==> config.mk <==
export PLATFORM = sky130hd
export DESIGN_NAME = gelato_warp_scheduler
export DESIGN_NICKNAME = d
export VERILOG_FILES = /design/src/rtl/gelato_warp_scheduler.sv
export SDC_FILE = /design/constraint.sdc
export NUM_CORES = 2
export LEC_CHECK = 0
export ABC_AREA = 1
export CAP_MARGIN = 10
export CORE_UTILIZATION = 35
export DETAILED_ROUTE_END_ITERATION = 7
export PLACE_DENSITY = 0.57
export RECOVER_POWER = 25
export SYNTH_ARGS = -nofsm -noshare
export SYNTH_HDL_FRONTEND = slang
export SYNTH_SLANG_ARGS = --single-unit
==> constraint.sdc <==
create_clock -name clk -period 13.3 [get_ports clk]
set_clock_uncertainty 0.15 [all_clocks]
set_input_delay 2.66 -clock clk [delete_from_list [all_inputs] [get_ports clk]]
set_output_delay 2.66 -clock clk [all_outputs]
set_load 0.03 [all_outputs]
==> src/rtl/gelato_warp_scheduler.sv <==
// gelato_warp_scheduler: per-warp lifecycle/PC tracking with round-robin pick into a registered fetch slot
module gelato_warp_scheduler #(
  parameter int NUM_WARPS      = 32,
  parameter int WARP_NUM_WIDTH = $clog2(NUM_WARPS),
  parameter int ADDR_WIDTH     = 32
) (
  input  logic                      clk,
  input  logic                      rst_n,
  input  logic                      launch_valid,
  input  logic [WARP_NUM_WIDTH-1:0] launch_warp,
  input  logic [ADDR_WIDTH-1:0]     launch_pc,
  input  logic                      wb_valid,
  input  logic [WARP_NUM_WIDTH-1:0] wb_warp,
  input  logic [ADDR_WIDTH-1:0]     wb_pc,
  input  logic                      wb_exit,
  output logic                      fetch_valid,
  output logic [WARP_NUM_WIDTH-1:0] fetch_warp,
  output logic [ADDR_WIDTH-1:0]     fetch_pc,
  input  logic                      fetch_ready,
  output logic [NUM_WARPS-1:0]      active_mask,
  output logic                      all_idle
);
  typedef enum logic [1:0] {IDLE, READY, QUEUED, INFLIGHT} wstate_t;
  wstate_t                   st     [NUM_WARPS];
  wstate_t                   st_nxt [NUM_WARPS];
  logic [ADDR_WIDTH-1:0]     pc     [NUM_WARPS];
  logic [ADDR_WIDTH-1:0]     pc_nxt [NUM_WARPS];
  logic [WARP_NUM_WIDTH-1:0] rr_ptr, win, idx;
  logic                      found, load, accept;
  assign accept   = fetch_valid && fetch_ready;
  assign load     = (!fetch_valid || fetch_ready) && found;
  assign all_idle = ~|active_mask && !fetch_valid;
  always_comb begin
    found = 1'b0;
    win   = '0;
    idx   = '0;
    for (int k = 0; k < NUM_WARPS; k++) begin
      idx = rr_ptr + WARP_NUM_WIDTH'(k);
      if (!found && st[idx] == READY) begin
        found = 1'b1;
        win   = idx;
      end
    end
  end
  // Every transition has a distinct source state, so at most one branch can fire per warp.
  always_comb begin
    active_mask = '0;
    for (int i = 0; i < NUM_WARPS; i++) begin
      st_nxt[i]      = st[i];
      pc_nxt[i]      = pc[i];
      active_mask[i] = st[i] != IDLE;
      if (st[i] == IDLE && launch_valid && launch_warp == WARP_NUM_WIDTH'(i)) begin
        st_nxt[i] = READY;
        pc_nxt[i] = launch_pc;
      end else if (st[i] == READY && load && win == WARP_NUM_WIDTH'(i)) begin
        st_nxt[i] = QUEUED;
      end else if (st[i] == QUEUED && accept && fetch_warp == WARP_NUM_WIDTH'(i)) begin
        st_nxt[i] = INFLIGHT;
      end else if (st[i] == INFLIGHT && wb_valid && wb_warp == WARP_NUM_WIDTH'(i)) begin
        st_nxt[i] = wb_exit ? IDLE : READY;
        pc_nxt[i] = wb_exit ? pc[i] : wb_pc;
      end
    end
  end
  always_ff @(posedge clk or negedge rst_n) begin
    if (!rst_n) begin
      for (int i = 0; i < NUM_WARPS; i++) begin
        st[i] <= IDLE;
        pc[i] <= '0;
      end
      rr_ptr      <= '0;
      fetch_valid <= 1'b0;
      fetch_warp  <= '0;
      fetch_pc    <= '0;
    end else begin
      for (int i = 0; i < NUM_WARPS; i++) begin
        st[i] <= st_nxt[i];
        pc[i] <= pc_nxt[i];
      end
      if (load) begin
        rr_ptr      <= win + WARP_NUM_WIDTH'(1);
        fetch_valid <= 1'b1;
        fetch_warp  <= win;
        fetch_pc    <= pc[win];
      end else if (accept) begin
        fetch_valid <= 1'b0;
      end
    end
  end
endmodule

**After elaboration in Yosys (flattened, before gate mapping)**

Cells that the tools add are included.

- Bits in registers: 1131
- Output and inout bits: 71
- Bits of input ports: 80
- Word-level logic and storage cells: 1427

- Mux-type cells: 423
- Equal/unequal tests: 348
- Reduce and logical (&&, ||, !) cells: 490
- Bitwise operators: 33
- Add/sub/neg operators: 32
- $lt $le $gt $ge: 33

Operator list:

| kind | count |
|---|---|
| 32-bit two-way mux | 131 |
| 2-bit two-way mux | 192 |
| 2-bit binary-select mux with 5-bit select | 32 |
| 5-bit == test (second input constant) | 64 |
| 1-bit logical AND | 290 |
| 6-bit >= comparator (second input constant) | 33 |
| 5-bit NOT with 6-bit output | 33 |
| 32-bit binary-select mux with 5-bit select | 1 |
| 5-bit by 4-bit == test with 1-bit output (second input constant) | 32 |
| 5-bit two-way mux | 32 |
| 2-bit nonzero test | 65 |
| 2-bit by 1-bit == test with 1-bit output (second input constant) | 64 |
| 2-bit == test (second input constant) | 64 |
| 2-bit != test (second input constant) | 64 |
| 4-bit AND reduction | 32 |
| 4-bit nonzero test | 32 |
| 5-bit adder (second input constant) | 16 |
| 5-bit by 3-bit == test with 1-bit output (second input constant) | 16 |
| 2-bit logical NOT | 32 |
| 2-bit by 1-bit != test with 1-bit output (second input constant) | 32 |
| 5-bit by 4-bit adder with 5-bit output (second input constant) | 8 |
| 5-bit by 2-bit == test with 1-bit output (second input constant) | 8 |
| 1-bit two-way mux | 35 |
| 1-bit logical NOT | 33 |
| other kinds (7) | 18 |

**Depth between registers and ports, before layout**

- Word-level depth: 104
- Depth in mapped cells: 50
- Gate-level depth less buffers: 47

**Worst setup path after synthesis**

Ideal clock, no wire load.

- Path type: register -> register
- Start point: register rr_ptr[1]
- End point: register st[32] (netlist name)
- Data arrival time: 5980 ps
- Library setup time: 143 ps
- Setup slack: 7027 ps
- Stages on the path, launching flop included: 45
- Clock period less this slack: 6273 ps
- Path buffers: 6
- Cell sequence: dfrtp_1 -> inv_2 -> buf_1 -> buf_1 -> ha_1 -> buf_2 -> inv_2 -> clkbuf_1 -> nand3_1 -> nand3_1 -> nand2_1 -> nand2_1 -> nand2_1 -> nand3_1 -> nand2_1 -> nor2_1 -> nand4_1 -> nor2_2 -> [9 not listed] -> nor2_2 -> nand4_2 -> nor2_4 -> nand3_2 -> o21ai_2 -> nor2_1 -> nor2_2 -> buf_2 -> buf_2 -> ha_1 -> inv_1 -> nor2_1 -> ha_1 -> nand4_1 -> nand2_1 -> nor2_1 -> nand2_1 -> o211ai_1

- Elaborated cells on any way between the ends: 324

RTL lines:

| item | RTL line | RTL |
|---|---|---|
| from (decl) | 28 | `logic [WARP_NUM_WIDTH-1:0] rr_ptr, win, idx;` |
| from (signal assigned) | 81 | `rr_ptr <= win + WARP_NUM_WIDTH'(1);` |
| branches (longest 98 deep; another with 5-bit by 1-bit adder with 5-bit output) | -- |  |
| 5-bit two-way mux * | 39 | `if (!found && st[idx] == READY) begin` |
| named net win[1] | 28 |  |
| 5-bit by 4-bit == test with 1-bit output * | 55 | `end else if (st[i] == READY && load && win == WARP_NUM_WIDTH'(i)) begin` |
| 1-bit logical AND * | 55 |  |
| 2-bit two-way mux | 55 |  |
| 2-bit two-way mux | 52 | `if (st[i] == IDLE && launch_valid && launch_warp == WARP_NUM_WIDTH'(i)) begin` |
| to (signal, indexed assignment) | 77 | `st[i] <= st_nxt[i];` |
| to (decl) | 24 | `wstate_t st [NUM_WARPS];` |

Mark *: on every way through the listed nets, which the timed path passes. The select of a mux whose other input is x is not followed.
A chain may end at the register's enable or synchronous reset.

**Final worst setup path**

- Start point: register rr_ptr[1]
- End point: register fetch_pc[4]

- Cells in the longest elaborated chain, start to end: 103
- Elaborated cells on any way between the ends: 322

RTL lines:

| item | RTL line | RTL |
|---|---|---|
| branches (longest 103 deep; another with 5-bit by 1-bit adder with 5-bit output) | -- |  |
| to (signal assigned) | 84 | `fetch_pc <= pc[win];` |
| to (decl) | 18 | `output logic [ADDR_WIDTH-1:0] fetch_pc,` |

Several ways; the timed one is not identified. The select of a mux whose other input is x is not followed.

==> results.cfg <==
[status]
status = finished, violations left
violations = max-capacitance violations, max-slew violations

[routing]
viasPerCell = 5.77
vias = 76700
wl_per_cell_um = 25.4
drc_errors = 0
ant_nets = 0
wirelength_um = 338000
drt_iter0_markers = 10700
drtPass1Iterations = 7

[synthesis]
synth_top_cell_by_area = dfrtp_1
netlist_instances = 11000
yosysSeqAreaShare = 0.396
synth-edff-count = 0
ys_warn_count = 0
synthDominantCellAreaShare = 0.396
syn_area_per_cell_um2 = 6.52
synthTopCellsByArea = dfrtp_1 (40%), nand2_1 (22%), o21ai_0 (8.2%)
synth_cell_types = 53
ys_seq_elements = 1131
syn_area_um2 = 71500
ys_async_sr_fraction = 1.00
synthesis.nets = 11100
ys.flop_type = dfrtp_1

[hold_path]
min_path_type = reg -> reg
hold_start = pc[302]

[sta]
setup_viol = 0
layout_min_cycle_time_ns = 9.25
fin_crit_sh = 0.695
max_freq_ghz = 0.108
rsz0062_at_grt = false
tightest_slew_ns = 6.54
maxSlewHeadroom = -3.36
finalHoldViolCount = 0
setup_tns_ns = 0
finalMaxSlewViolations = 304

[flow_run]
maxCapViolCount = 5

[clocking]
cts.path.max_buffers = 3
insertion_delay_ns = 0.80
cts-htree-levels = 4
cts_resized = 0
cts_root_buf = clkbuf_16
numClockSinks = 1131
path_clk_slew_ns = 0.06
hold_buffers = 0
postCtsSetupBuffers = 0
cts_buffers = 132
tritoncts = yes

[critical_path]
worst-setup-path-type = reg -> reg
crit_start = rr_ptr[1]
rrSetupSlack_ns = 4.05
cpMostUsedCell = nor2_1
cp_max_fo = 44
cp_top_family = simple AND/OR/NAND/NOR gates
reg2reg_depth = 30
critPathRequiredTime_ns = 13.88
cpPeakStageDelay_ns = 1.13
worst-endpoint-arrival_ns = 9.82
r2r-end = fetch_pc[4]
crit_path_top_delay_cell = nor2_4
cp-start-kind = register
cp_num_buf_inv = 4
worstSetupEndpointType = register
endpoint = fetch_pc[4]
cp.depth = 30
timing.rr.start = rr_ptr[1]

[grt]
grt_pass1_vias = 70100
grtUsageTotal = 0.320
overflow = 0
grt_antenna_before_repair = 16
grt_first_pass_wirelength_um = 488000
grt_max_degree = 168

[die]
die_area_um2 = 206000
die_w_um = 454
core_area_um2 = 203000
dieHeight_um = 454
fp-row-count = 165
start_util = 0.353
ios = 151

[layout]
seqCellArea_um2 = 28300
layoutNonFillerInstCount = 13300
drive_gt1_frac = 0.0458
area_delta_synth_final_pct = 10.1
multi_input_area_um2 = 38000
nets = 10600
fill_cells = 21400

[placed_design]
placed_cells = 13000
dp_hpwl_um = 191000
place_congestion = 0.995
io_buffers = 150
## how the worst min path moves through the flow
stage,endpoint,slack (ns),cells past startpoint
floorplan,pc[544],0.30,2
global placement,pc[565],0.31,2
detailed placement,pc[552],0.31,2
CTS,pc[566],0.33,2
global route,pc[562],0.34,2
finish,pc[302],0.33,2
## logic make-up after synthesis
family / count (synthesis) / synth area share
buffers and inverters: 1394 / 0.0796
xor gates and xnor gates: 20 / 0.00329
AOI/OAI and AO/OA: 2333 / 0.176
and+or+nand+nor: 6072 / 0.342
DFF: 1131 / 0.396
adders and majority gates: 18 / 0.00315
## registers in the layout, indices dropped and copies added, names as in the netlist
name and flops:
fetch_pc 32, fetch_valid 1, fetch_warp 5, pc 1024
rr_ptr 5, st 64
## layout by cell type (no fill, tap or decap), types with 10 or more instances in the layout
cell / count
nand3_2: 10
o21ai_0: 1176
clkbuf_1: 39
nand2_1: 4143
inv_2: 31
inv_1: 427
nand4_1: 95
o21ai_4: 13
clkinv_2: 10
diode_2: 10
clkbuf_8: 29
dfrtp_1: 1130
a31oi_1: 23
nor3_1: 22
a21oi_1: 652
nand3b_1: 11
clkdlybuf4s50_1: 148
ha_1: 18
nor2_1: 870
nand3_4: 19
xor2_1: 11
nand3_1: 825
o21a_1: 82
o21ai_1: 135
clkinv_1: 18
o211ai_1: 213
buf_4: 150
clkbuf_16: 139
nor4_1: 28
nor2_4: 11
## synthesized netlist by cell type, types with 23 or more instances
master and n:
nand2_1 4151, o21ai_0 1176, dfrtp_1 1131, nor2_1 870, nand3_1 844, a21oi_1 652
clkbuf_1 611, inv_1 428, buf_2 233, o211ai_1 213, o21ai_1 148, nand4_1 95
o21a_1 82, buf_1 44, inv_2 29, nor4_1 28, a31oi_1 23, nor3_1 23
## area by class of cell
| class | instances | area share |
|---|---|---|
| inverters | 476 | 0.0227 |
| clock buffers | 202 | 0.0509 |
| multi-input cells | 8443 | 0.483 |
| diodes | 10 | 0.000318 |
| well taps | 2672 | 0.0425 |
| flip-flops and latches | 1131 | 0.360 |
| clock inverters | 27 | 0.00552 |
| repair buffers | 313 | 0.0357 |
## per-stage QoR
step | instance area [um2] | util | setup WS, ns | hold WS [ns]
finish | 78700 | 0.389 | 4.05 | 0.333
global route | 78700 | 0.389 | 3.28 | 0.343
CTS | 78700 | 0.389 | 4.34 | 0.331
detailed placement | 74300 | 0.367 | 4.33 | 0.315
global placement | 74300 | 0.367 | 4.39 | 0.312
floorplan | 71500 | - | 7.03 | 0.299
## worst register-to-register path: cells and delay by family (launching register included)
kind / cells / cell delay (ns)
AOI/OAI and AO/OA: 2 / 0.37
adders and majority gates: 1 / 0.42
buffers and inverters: 4 / 2.11
DFF: 1 / 0.74
and+or+nand+nor: 23 / 5.40
## per-layer routing
layer / share of wire / track usage / routed length, um
met1: 0.42 / 0.442 / 141000
met2: 0.43 / 0.481 / 146000
met3: 0.10 / 0.0626 / 35200
met4: 0.047 / 0.143 / 15900
met5: 0.000053 / 0 / 18
Power is not shown: default switching activity piles up to over one toggle a cycle in this logic, so the estimate is an artifact.
